--- config.mk ---
export PLATFORM = sky130hd
export DESIGN_NAME = pwm_measure_sequencer
export DESIGN_NICKNAME = d
export VERILOG_FILES = /design/src/rtl/pwm_pkg.sv /design/src/rtl/pwm_sync_edge.sv /design/src/rtl/pwm_measure_sequencer.sv
export SDC_FILE = /design/constraint.sdc
export NUM_CORES = 1
export LEC_CHECK = 0
export CORE_ASPECT_RATIO = 1.5
export CORE_MARGIN = 2
export CORE_UTILIZATION = 25
export DETAILED_ROUTE_END_ITERATION = 8
export PLACE_DENSITY = 0.38
export SKIP_LAST_GASP = 1
export SLEW_MARGIN = 20
export SYNTH_ARGS = -nofsm -noshare
export SYNTH_HDL_FRONTEND = slang
export SYNTH_SLANG_ARGS = --single-unit
--- constraint.sdc ---
create_clock -name clk -period 2.4 [get_ports clk]
set_input_delay 0.24 -clock clk [delete_from_list [all_inputs] [get_ports clk]]
set_output_delay 0.24 -clock clk [all_outputs]
set_load 0.02 [all_outputs]
--- src/rtl/pwm_pkg.sv ---
`default_nettype none
/******************************************************************************
 * Module      : pwm_pkg
 * Description : Shared class encodings, FSM states and default thresholds
 *               for the PWM analyzer.
 * Revision    : 1.0
 ******************************************************************************/
package pwm_pkg;

    typedef enum logic [1:0] {
        CLASS_NONE = 2'b00,
        CLASS_LOW  = 2'b01,
        CLASS_MID  = 2'b10,
        CLASS_HIGH = 2'b11
    } pwm_class_e;

    typedef enum logic [2:0] {
        ST_IDLE      = 3'd0,
        ST_ARM       = 3'd1,
        ST_WAIT_RISE = 3'd2,
        ST_MEASURE   = 3'd3,
        ST_STORE     = 3'd4
    } pwm_state_e;

    localparam int unsigned C_MAX_COUNTER_VALUE  = 2000;
    localparam int unsigned C_HIGH_COUNTER_VALUE = 1900;
    localparam int unsigned C_LOW_COUNTER_VALUE  = 1100;

    // Equality with either threshold lands in MID.
    function automatic pwm_class_e classify(input int unsigned width,
                                            input int unsigned high_thr,
                                            input int unsigned low_thr);
        if (width > high_thr) begin
            return CLASS_HIGH;
        end else if (width < low_thr) begin
            return CLASS_LOW;
        end else begin
            return CLASS_MID;
        end
    endfunction

endpackage
`default_nettype wire

--- src/rtl/pwm_sync_edge.sv ---
`default_nettype none
/******************************************************************************
 * Module      : pwm_sync_edge
 * Description : 2-FF synchroniser with rise/fall detect on the synced level.
 * Revision    : 1.0
 ******************************************************************************/
module pwm_sync_edge (
    input  logic clk,
    input  logic rst_n,
    input  logic i_pwm,
    output logic o_sync,
    output logic o_rise,
    output logic o_fall
);

    logic r_meta;
    logic r_sync;
    logic r_prev;

    always_ff @(posedge clk or negedge rst_n) begin
        if (!rst_n) begin
            r_meta <= 1'b0;
            r_sync <= 1'b0;
            r_prev <= 1'b0;
        end else begin
            r_meta <= i_pwm;
            r_sync <= r_meta;
            r_prev <= r_sync;
        end
    end

    assign o_sync = r_sync;
    assign o_rise = r_sync & ~r_prev;
    assign o_fall = ~r_sync & r_prev;

endmodule
`default_nettype wire

--- src/rtl/pwm_measure_sequencer.sv ---
`default_nettype none
/******************************************************************************
 * Module      : pwm_measure_sequencer
 * Description : Round-robin pulse-width measurement and classification over
 *               NUM_CH PWM inputs sharing one counter pair and classifier.
 * Revision    : 1.0
 ******************************************************************************/
module pwm_measure_sequencer
    import pwm_pkg::*;
#(
    parameter int unsigned NUM_CH             = 4,
    parameter int unsigned MAX_COUNTER_VALUE  = C_MAX_COUNTER_VALUE,
    parameter int unsigned HIGH_COUNTER_VALUE = C_HIGH_COUNTER_VALUE,
    parameter int unsigned LOW_COUNTER_VALUE  = C_LOW_COUNTER_VALUE
) (
    input  logic                                   clk,
    input  logic                                   rst_n,
    input  logic                                   en,
    input  logic [NUM_CH-1:0]                      pwm_in,
    output logic                                   busy,
    output logic                                   res_valid,
    output logic [$clog2(NUM_CH)-1:0]              res_ch,
    output logic [$clog2(MAX_COUNTER_VALUE+1)-1:0] res_width,
    output logic [1:0]                             res_class,
    output logic [2*NUM_CH-1:0]                    class_vec
);

    localparam int unsigned CH_W  = $clog2(NUM_CH);
    localparam int unsigned CNT_W = $clog2(MAX_COUNTER_VALUE + 1);

    localparam logic [CNT_W-1:0] C_W_MAX   = CNT_W'(MAX_COUNTER_VALUE);
    localparam logic [CNT_W-1:0] C_T_LAST  = CNT_W'(MAX_COUNTER_VALUE - 1);
    localparam logic [CH_W-1:0]  C_CH_LAST = CH_W'(NUM_CH - 1);

    logic [NUM_CH-1:0] w_sync;
    logic [NUM_CH-1:0] w_rise;
    logic [NUM_CH-1:0] w_fall;

    generate
        for (genvar g = 0; g < NUM_CH; g++) begin : g_ch
            pwm_sync_edge u_sync_edge (
                .clk    (clk),
                .rst_n  (rst_n),
                .i_pwm  (pwm_in[g]),
                .o_sync (w_sync[g]),
                .o_rise (w_rise[g]),
                .o_fall (w_fall[g])
            );
        end
    endgenerate

    pwm_state_e       r_state;
    pwm_state_e       w_state_nxt;
    logic [CH_W-1:0]  r_ch;
    logic [CH_W-1:0]  w_ch_nxt;
    logic [CNT_W-1:0] r_t;
    logic [CNT_W-1:0] w_t_nxt;
    logic [CNT_W-1:0] r_w;
    logic [CNT_W-1:0] w_w_nxt;

    logic w_sel_sync;
    logic w_sel_rise;
    logic w_sel_fall;

    assign w_sel_sync = w_sync[r_ch];
    assign w_sel_rise = w_rise[r_ch];
    assign w_sel_fall = w_fall[r_ch];

    always_ff @(posedge clk or negedge rst_n) begin
        if (!rst_n) begin
            r_state <= ST_IDLE;
            r_ch    <= '0;
            r_t     <= '0;
            r_w     <= '0;
        end else begin
            r_state <= w_state_nxt;
            r_ch    <= w_ch_nxt;
            r_t     <= w_t_nxt;
            r_w     <= w_w_nxt;
        end
    end

    // Timeout uses >= so an ARM exit on its last cycle still times out in WAIT_RISE.
    always_comb begin
        w_state_nxt = r_state;
        w_ch_nxt    = r_ch;
        w_t_nxt     = r_t;
        w_w_nxt     = r_w;
        if (!en) begin
            w_state_nxt = ST_IDLE;
            w_ch_nxt    = '0;
            w_t_nxt     = '0;
            w_w_nxt     = '0;
        end else begin
            case (r_state)
                ST_IDLE: begin
                    w_state_nxt = ST_ARM;
                    w_ch_nxt    = '0;
                    w_t_nxt     = '0;
                    w_w_nxt     = '0;
                end
                ST_ARM: begin
                    if (!w_sel_sync) begin
                        w_state_nxt = ST_WAIT_RISE;
                        w_t_nxt     = r_t + 1'b1;
                    end else if (r_t >= C_T_LAST) begin
                        w_state_nxt = ST_STORE;
                        w_w_nxt     = C_W_MAX;
                    end else begin
                        w_t_nxt     = r_t + 1'b1;
                    end
                end
                ST_WAIT_RISE: begin
                    if (w_sel_rise) begin
                        w_state_nxt = ST_MEASURE;
                        w_w_nxt     = CNT_W'(1);
                    end else if (r_t >= C_T_LAST) begin
                        w_state_nxt = ST_STORE;
                        w_w_nxt     = '0;
                    end else begin
                        w_t_nxt     = r_t + 1'b1;
                    end
                end
                ST_MEASURE: begin
                    if (w_sel_fall || (r_w == C_W_MAX)) begin
                        w_state_nxt = ST_STORE;
                    end else if (w_sel_sync) begin
                        w_w_nxt     = r_w + 1'b1;
                    end
                end
                ST_STORE: begin
                    w_state_nxt = ST_ARM;
                    w_ch_nxt    = (r_ch == C_CH_LAST) ? '0 : r_ch + 1'b1;
                    w_t_nxt     = '0;
                end
                default: begin
                    w_state_nxt = ST_IDLE;
                end
            endcase
        end
    end

    pwm_class_e            w_class;
    logic                  r_res_valid;
    logic [CH_W-1:0]       r_res_ch;
    logic [CNT_W-1:0]      r_res_width;
    pwm_class_e            r_res_class;
    logic [2*NUM_CH-1:0]   r_class_vec;

    assign w_class = classify(32'(r_w), HIGH_COUNTER_VALUE, LOW_COUNTER_VALUE);

    always_ff @(posedge clk or negedge rst_n) begin
        if (!rst_n) begin
            r_res_valid <= 1'b0;
            r_res_ch    <= '0;
            r_res_width <= '0;
            r_res_class <= CLASS_NONE;
            r_class_vec <= '0;
        end else if ((r_state == ST_STORE) && en) begin
            r_res_valid <= 1'b1;
            r_res_ch    <= r_ch;
            r_res_width <= r_w;
            r_res_class <= w_class;
            for (int unsigned c = 0; c < NUM_CH; c++) begin
                if (r_ch == CH_W'(c)) begin
                    r_class_vec[2*c +: 2] <= w_class;
                end
            end
        end else begin
            r_res_valid <= 1'b0;
        end
    end

    assign busy      = (r_state != ST_IDLE);
    assign res_valid = r_res_valid;
    assign res_ch    = r_res_ch;
    assign res_width = r_res_width;
    assign res_class = r_res_class;
    assign class_vec = r_class_vec;

endmodule
`default_nettype wire

==> metrics.yaml <==
run_status: "complete, no violations"
rsz0062_at_grt: "false"
drive_gt1_frac: 0.213
whs_ns: 0.346
synth.distinct_cells: 64
track_usage: 0.127
area_growth_pct: 28.0
row_count: 51
cts.sinks: 63
hold_viol: 0
grt_pass1_vias: 2609
netlist_area_um2: 3360
fmax_mhz: 454
period_share: 0.917
netlist_instances: 319
r2r_start: "r_ch[1]"
via_per_inst: 4.98
end_kind: "flip-flop"
wire_per_inst_um: 16.5
worst_setup_path_start_kind: "flip-flop"
die_w_um: 98.7
numPortBuffers: 31
min-delay-start: "g_ch[1].u_sync_edge.r_meta"
cp_max_fo: 10
slew_headroom: 0.546
crit_chain: "nor4b_1 > buf_4 > nor4_4 > buf_4 > a31oi_2 > o21ai_1 > mux2_2"
dp_hpwl_um: 6270
fill_cells: 1318
cap_violations: 0
drc: 0
clock-skew-final_ns: 0.00866
vdd_ir_drop_max_mv: 0.358
crit_top_cell: "buf_4"
wl_met2_um: 4660
wl_met3_um: 253
clk_pin_slew_ns: 0.06
crit_family: "compound AO/OA/AOI/OAI gates"
clk_path_buf_depth: 2
post_cts_buffers: 0
highest_layer: "met4"
root_buffer: "clkbuf_16"
synthArstFlopShare: 1.00
core_um2: 13100
cts_tree: "built"
critPathLaunch: "r_ch[1]"
drt-total-wl_um: 8760
chipHeight_um: 146
grt_max_degree: 37
synth-edff-count: 0
finalSetupTns_ns: 0
die_area_um2: 14400
antennaDiodeCount: 0
crit_path_max_incr_delay_ns: 0.49
ys_seq_area_frac: 0.469
grt_pass1_wl_um: 14500
grt_antenna_before_repair: 0
wl_met1_um: 3730
avgSynthCellArea_um2: 10.5
cts_buffers: 9
ys_ff_latch: 63
clk_latency_ns: 0.33
crit_buf_inv: 2
synth_flop_cell: "dfrtp_1"
setup_viol: 0
p_leak_nw: 1.87
power.density_nw_per_um2: 726
required_ns: 2.61
vias: 2637
crit_slowest_cell: "dfrtp_1"
ctsResizeCount: 0
drt-pass1-iter-count: 4
gp_routability_congestion: 0.818
syn-num-nets: 333
cts.htree.levels: 3
period_needed_ns: 2.20
drv_slew: 0
drtAntennaViolNets: 0
worstSetupPathType: "flip-flop to flip-flop"
fin_nets: 380
drtIter0Drc: 119
ios: 32
cp.arrival_ns: 2.41
worst-slew-pin-transition_ns: 0.681
postCtsHoldBufs: 1
synth-warning-count: 0
grt_remaining_overflow: 0
start_util: 0.257
hold_class: "flip-flop to flip-flop"
[synth_stat cells (2+ instances only)]
| master | number | area (µm²) |
|---|---|---|
| nor4_4 | 2 | 42.5 |
| xor2_1 | 3 | 26.3 |
| nand2_1 | 34 | 128 |
| mux2_2 | 19 | 214 |
| nand4_1 | 6 | 37.5 |
| and3_1 | 2 | 12.5 |
| o211ai_2 | 3 | 37.5 |
| o31a_1 | 2 | 17.5 |
| a21o_1 | 10 | 75.1 |
| a21oi_1 | 8 | 40.0 |
| buf_1 | 2 | 7.51 |
| mux2i_1 | 5 | 50.1 |
| a21oi_2 | 3 | 26.3 |
| o21a_1 | 2 | 15.0 |
| buf_6 | 3 | 33.8 |
| clkbuf_1 | 9 | 33.8 |
| nor2b_1 | 6 | 37.5 |
| mux4_2 | 2 | 45.0 |
| or3_1 | 3 | 18.8 |
| a22o_1 | 2 | 17.5 |
| nor3_1 | 6 | 30.0 |
| nand3_1 | 11 | 55.1 |
| buf_2 | 4 | 20.0 |
| nor4_1 | 4 | 25.0 |
| o211ai_1 | 3 | 22.5 |
| o21ai_1 | 4 | 20.0 |
| o21ai_0 | 17 | 85.1 |
| ha_1 | 7 | 87.6 |
| a31oi_1 | 10 | 62.6 |
| and4_1 | 4 | 35.0 |
| and2_1 | 4 | 25.0 |
| nor2_1 | 16 | 60.1 |
| inv_1 | 10 | 37.5 |
| dfrtp_1 | 63 | 1580 |
[layer usage]
| metal | vias up | global-route usage |
|---|---|---|
| met5 | - | 0 |
| met4 | 0 | 0.0418 |
| met3 | 8 | 0.0249 |
| met2 | 60 | 0.216 |
| met1 | 1305 | 0.162 |
| li1 | 1264 | - |
[final timing paths]
kind | to | cells after the start | slack [ns]
min in group asynchronous | r_w[6] | 2 | 0.48
max in group asynchronous | g_ch[3].u_sync_edge.r_meta | 3 | 1.28
hold / removal | g_ch[1].u_sync_edge.o_sync | 0 | 0.35
setup / recovery | r_t[0] | 7 | 0.20
hold reg to reg | g_ch[1].u_sync_edge.o_sync | 0 | 0.35
setup reg to reg | r_t[0] | 7 | 0.20
[report_power, final]
| group | internal [mW] | switching, mW |
|---|---|---|
| logic | 0.213 | 0.255 |
| clock network | 0.943 | 0.503 |
| registers | 1.13 | 0.0831 |
[kinds of logic (layout without fill, tap and decap cells)]
logic type                 Yosys count  in the layout  synth area share
and+or+nand+nor                    111            111             0.189
AOI/OAI and AO/OA                   80             80             0.174
DFF                                 63             63             0.469
buffers and inverters               28             80            0.0395
muxes                               26             26            0.0919
adders and majority gates            7              7            0.0261
xor gates and xnor gates             4              4            0.0104
[cells in the final DEF (no fill, tap or decap), types with 3 or more instances in the layout]
master           Yosys  layout
clkdlybuf4s50_1      0      30
o21ai_0             17      17
nand2_1             34      34
nand4_1              6       6
and4_1               4       4
clkbuf_16            0       9
mux2_2              19      19
ha_1                 7       7
and2_1               4       4
a21oi_1              8       8
inv_1               10      10
o211ai_2             3       3
nor3_1               6       6
a21o_1              10      10
or3_1                3       3
mux2i_1              5       5
nor2b_1              6       6
nor4_1               4       4
buf_4                0      20
nor2_1              16      16
xor2_1               3       3
o211ai_1             3       3
dfrtp_1             63      63
a31oi_1             10      10
nand3_1             11      11
a21oi_2              3       3
clkinv_4             0       3
o21ai_1              4       4
[state kept, by name (all words and copies together) (netlist names)]
name	flops
g_ch.u_sync_edge.o_sync	4
g_ch.u_sync_edge.r_meta	4
res_ch	2
res_width	11
class_vec	8
r_t	11
res_class	2
g_ch.u_sync_edge.r_prev	4
r_state	3
r_w	11
r_ch	2
res_valid	1
[layout make-up]
| type | instances | area [µm²] | share of cell area |
|---|---|---|---|
| Clock buffer | 10 | 239 | 0.0555 |
| Timing Repair Buffer | 54 | 505 | 0.117 |
| Clock inverter | 6 | 93.8 | 0.0218 |
| Sequential cell | 63 | 1580 | 0.366 |
| Inverter | 10 | 37.5 | 0.00872 |
| Multi-Input combinational cell | 228 | 1650 | 0.384 |
| Tap cell | 159 | 199 | 0.0462 |
[worst reg2reg max path, stage by stage (launching register included)]
cell and delay [ns]:
dfrtp_1 0.49, nor4b_1 0.35, buf_4 0.18, nor4_4 0.04
buf_4 0.16, a31oi_2 0.43, o21ai_1 0.15, mux2_2 0.28
[per-stage QoR]
| step | setup WS [ns] | instances | total power, mW | utilization | cell area, µm² |
|---|---|---|---|---|---|
| 4_1_cts | 0.164 | 530 | 3.18 | 0.329 | 4300 |
| 5_1_grt | 0.00983 | 530 | 3.28 | 0.329 | 4300 |
| 3_5_place_dp | 0.197 | 513 | 1.70 | 0.303 | 3960 |
| 3_3_place_gp | 0.204 | 513 | 1.71 | 0.303 | 3960 |
| 6_report | 0.199 | 530 | 3.12 | 0.329 | 4300 |
| 2_1_floorplan | 0.380 | 319 | 1.49 | - | 3360 |
No activity file was read; power rests on OpenSTA's default activity.
==> patch: new RTL, same flow settings <==
Put one more register stage on the output `res_width`, without a reset. The value now appears one clock later. The other outputs are not delayed to match.
--- a/src/rtl/pwm_measure_sequencer.sv
+++ b/src/rtl/pwm_measure_sequencer.sv
@@ -174,7 +174,9 @@
     assign busy      = (r_state != ST_IDLE);
     assign res_valid = r_res_valid;
     assign res_ch    = r_res_ch;
-    assign res_width = r_res_width;
+    always_ff @(posedge clk) begin
+        res_width <= r_res_width;
+    end
     assign res_class = r_res_class;
     assign class_vec = r_class_vec;
 
Check against the original RTL: not equivalent (Yosys sat finds a counterexample within 10 cycles, from zero or initial values and one cycle with rst_n low).
==> patch against the original RTL <==
Power decreased by 7.4%; clock skew decreased by 0.0044 ns; maximum frequency decreased by 2.7%; first-iteration DRC count decreased by 21%; sequential cell count increased by 11; sequential share of layout area increased by 5.8 points; sequential power increased by 9%; critical path depth unchanged; design area decreased by 1.6%; utilization decreased by 0.37 points; wire length decreased by 3.5%; synthesized area decreased by 0.63%; worst setup slack got worse by 0.060 ns; critical path type unchanged; largest power group is now registers; highest routed layer unchanged.
==> patch: results (changes against the original RTL) <==
| Metric | Value |
|---|---|
| Commonest cells post-synth | nand2_1, dfrtp_1, o21ai_0 |
| NumNets Final | 405 (+6.6%) |
| Post-Route WL | 8450 um (-3.5%) |
| Post-Syn Nets | 359 (+7.8%) |
| Pre-CTS setup slack | 0.0735 ns (-0.124 ns) |
| Crit path DAT | 2.53 ns (+0.12 ns) |
| Worst Hold Margin | 0.342 ns (-0.00384 ns) |
| CP max FO | 6 (-4) |
| Adder-cell share of the synthesized area | 0.0262 (+0.000166) |
| Setup bufs post-CTS | 0 (unchanged) |
| Average cell area after synthesis | 9.68 um^2 (-8.1%) |
| Asr flop ratio synth | 0.851 (-0.149) |
| Largest net degree at the start of global routing | 64 (+73%) |
| Sequential-to-total area share from yosys stat | 0.538 (+0.0689) |
| Slew margin rel. | 0.472 (-0.0739) |
| Post-synthesis mux area share | 0.0255 (-0.0665) |
| Length of routed met2 wiring | 4650 um (-0.17%) |
| Status | completed |
| Gpl congestion | 0.811 (-0.86%) |
| WL met3 | 214 um (-15%) |
| FF-to-FF setup slack | 0.14 ns (-0.06 ns) |
| Met3 usage | 0.0274 (+0.00249) |
| Peak supply drop | 302 uV (-16%) |
| Met2 GRT Util | 0.219 (+0.00272) |
| Leakage | 1.84 nW (-1.8%) |
| Setup Skew | 0.00428 ns (-0.00438 ns) |
| Library cells used by synthesis | 58 (-9.4%) |
| Fillers | 1,387 (+5.2%) |
| Worst r2r src | g_ch[0].u_sync_edge.o_sync$_DFF_PN0_ |
| Global Route Usage Sum | 0.123 (-0.00402) |
| Via count | 2,616 (-0.80%) |
| Vias in the first global route | 2,655 (+1.8%) |
| Detail Placement HPWL | 6190 um (-1.2%) |
| Worst hold path cell count | 1 (+1) |
| Reg-to-reg endpoint | r_w[4]$_DFFE_PN0P_ |
| Met1 usage | 0.141 (-0.0207) |
| Hold Path End | g_ch[1].u_sync_edge.r_meta$_DFF_PN0_ |
| Cell count after placement | 538 (+4.9%) |
patch: worst max-delay path by stage:
| stage | start | endpoint | slack, ns | cells past startpoint |
|---|---|---|---|---|
| floorplan | r_ch[0]$_DFFE_PN0P_ | r_w[7]$_DFFE_PN0P_ | 0.31 | 7 |
| global placement | r_ch[0]$_DFFE_PN0P_ | r_w[0]$_DFFE_PN0P_ | 0.11 | 7 |
| detailed placement | r_ch[0]$_DFFE_PN0P_ | r_w[10]$_DFFE_PN0P_ | 0.07 | 7 |
| CTS | r_ch[0]$_DFFE_PN0P_ | r_w[4]$_DFFE_PN0P_ | 0.07 | 7 |
| global route | r_ch[0]$_DFFE_PN0P_ | r_w[10]$_DFFE_PN0P_ | -0.005 | 7 |
| finish | g_ch[0].u_sync_edge.o_sync$_DFF_PN0_ | r_w[4]$_DFFE_PN0P_ | 0.14 | 7 |
patch: worst max-delay path: stages (launching register included):
cell and delay [ns]:
dfrtp_1 0.41, and2b_2 0.20, mux4_2 0.54, o21a_4 0.28, o2111ai_4 0.23, and2_1 0.25
buf_4 0.16, a21o_1 0.12
patch: area by class of cell:
| type | count | area, um^2 | share of cell area |
|---|---|---|---|
| Sequential cell | 74 | 1800 | 0.425 |
| Timing Repair Buffer | 52 | 478 | 0.113 |
| Tap cell | 159 | 199 | 0.0470 |
| Clock buffer | 13 | 260 | 0.0614 |
| Clock inverter | 3 | 23.8 | 0.00561 |
| Inverter | 11 | 41.3 | 0.00975 |
| Multi-Input combinational cell | 243 | 1440 | 0.339 |
patch: repair_timing:
action	CTS	global route
endpoints found under the setup margin	0	10
hold buffers	1	0
endpoints found under the hold margin	63	0
resized for setup	0	3
patch: report_power, final:
part / internal (mW) / switching [mW]
Combinational: 0.126 / 0.168
Clock: 0.759 / 0.515
Sequential: 1.29 / 0.0386
Total: 2.17 / 0.722
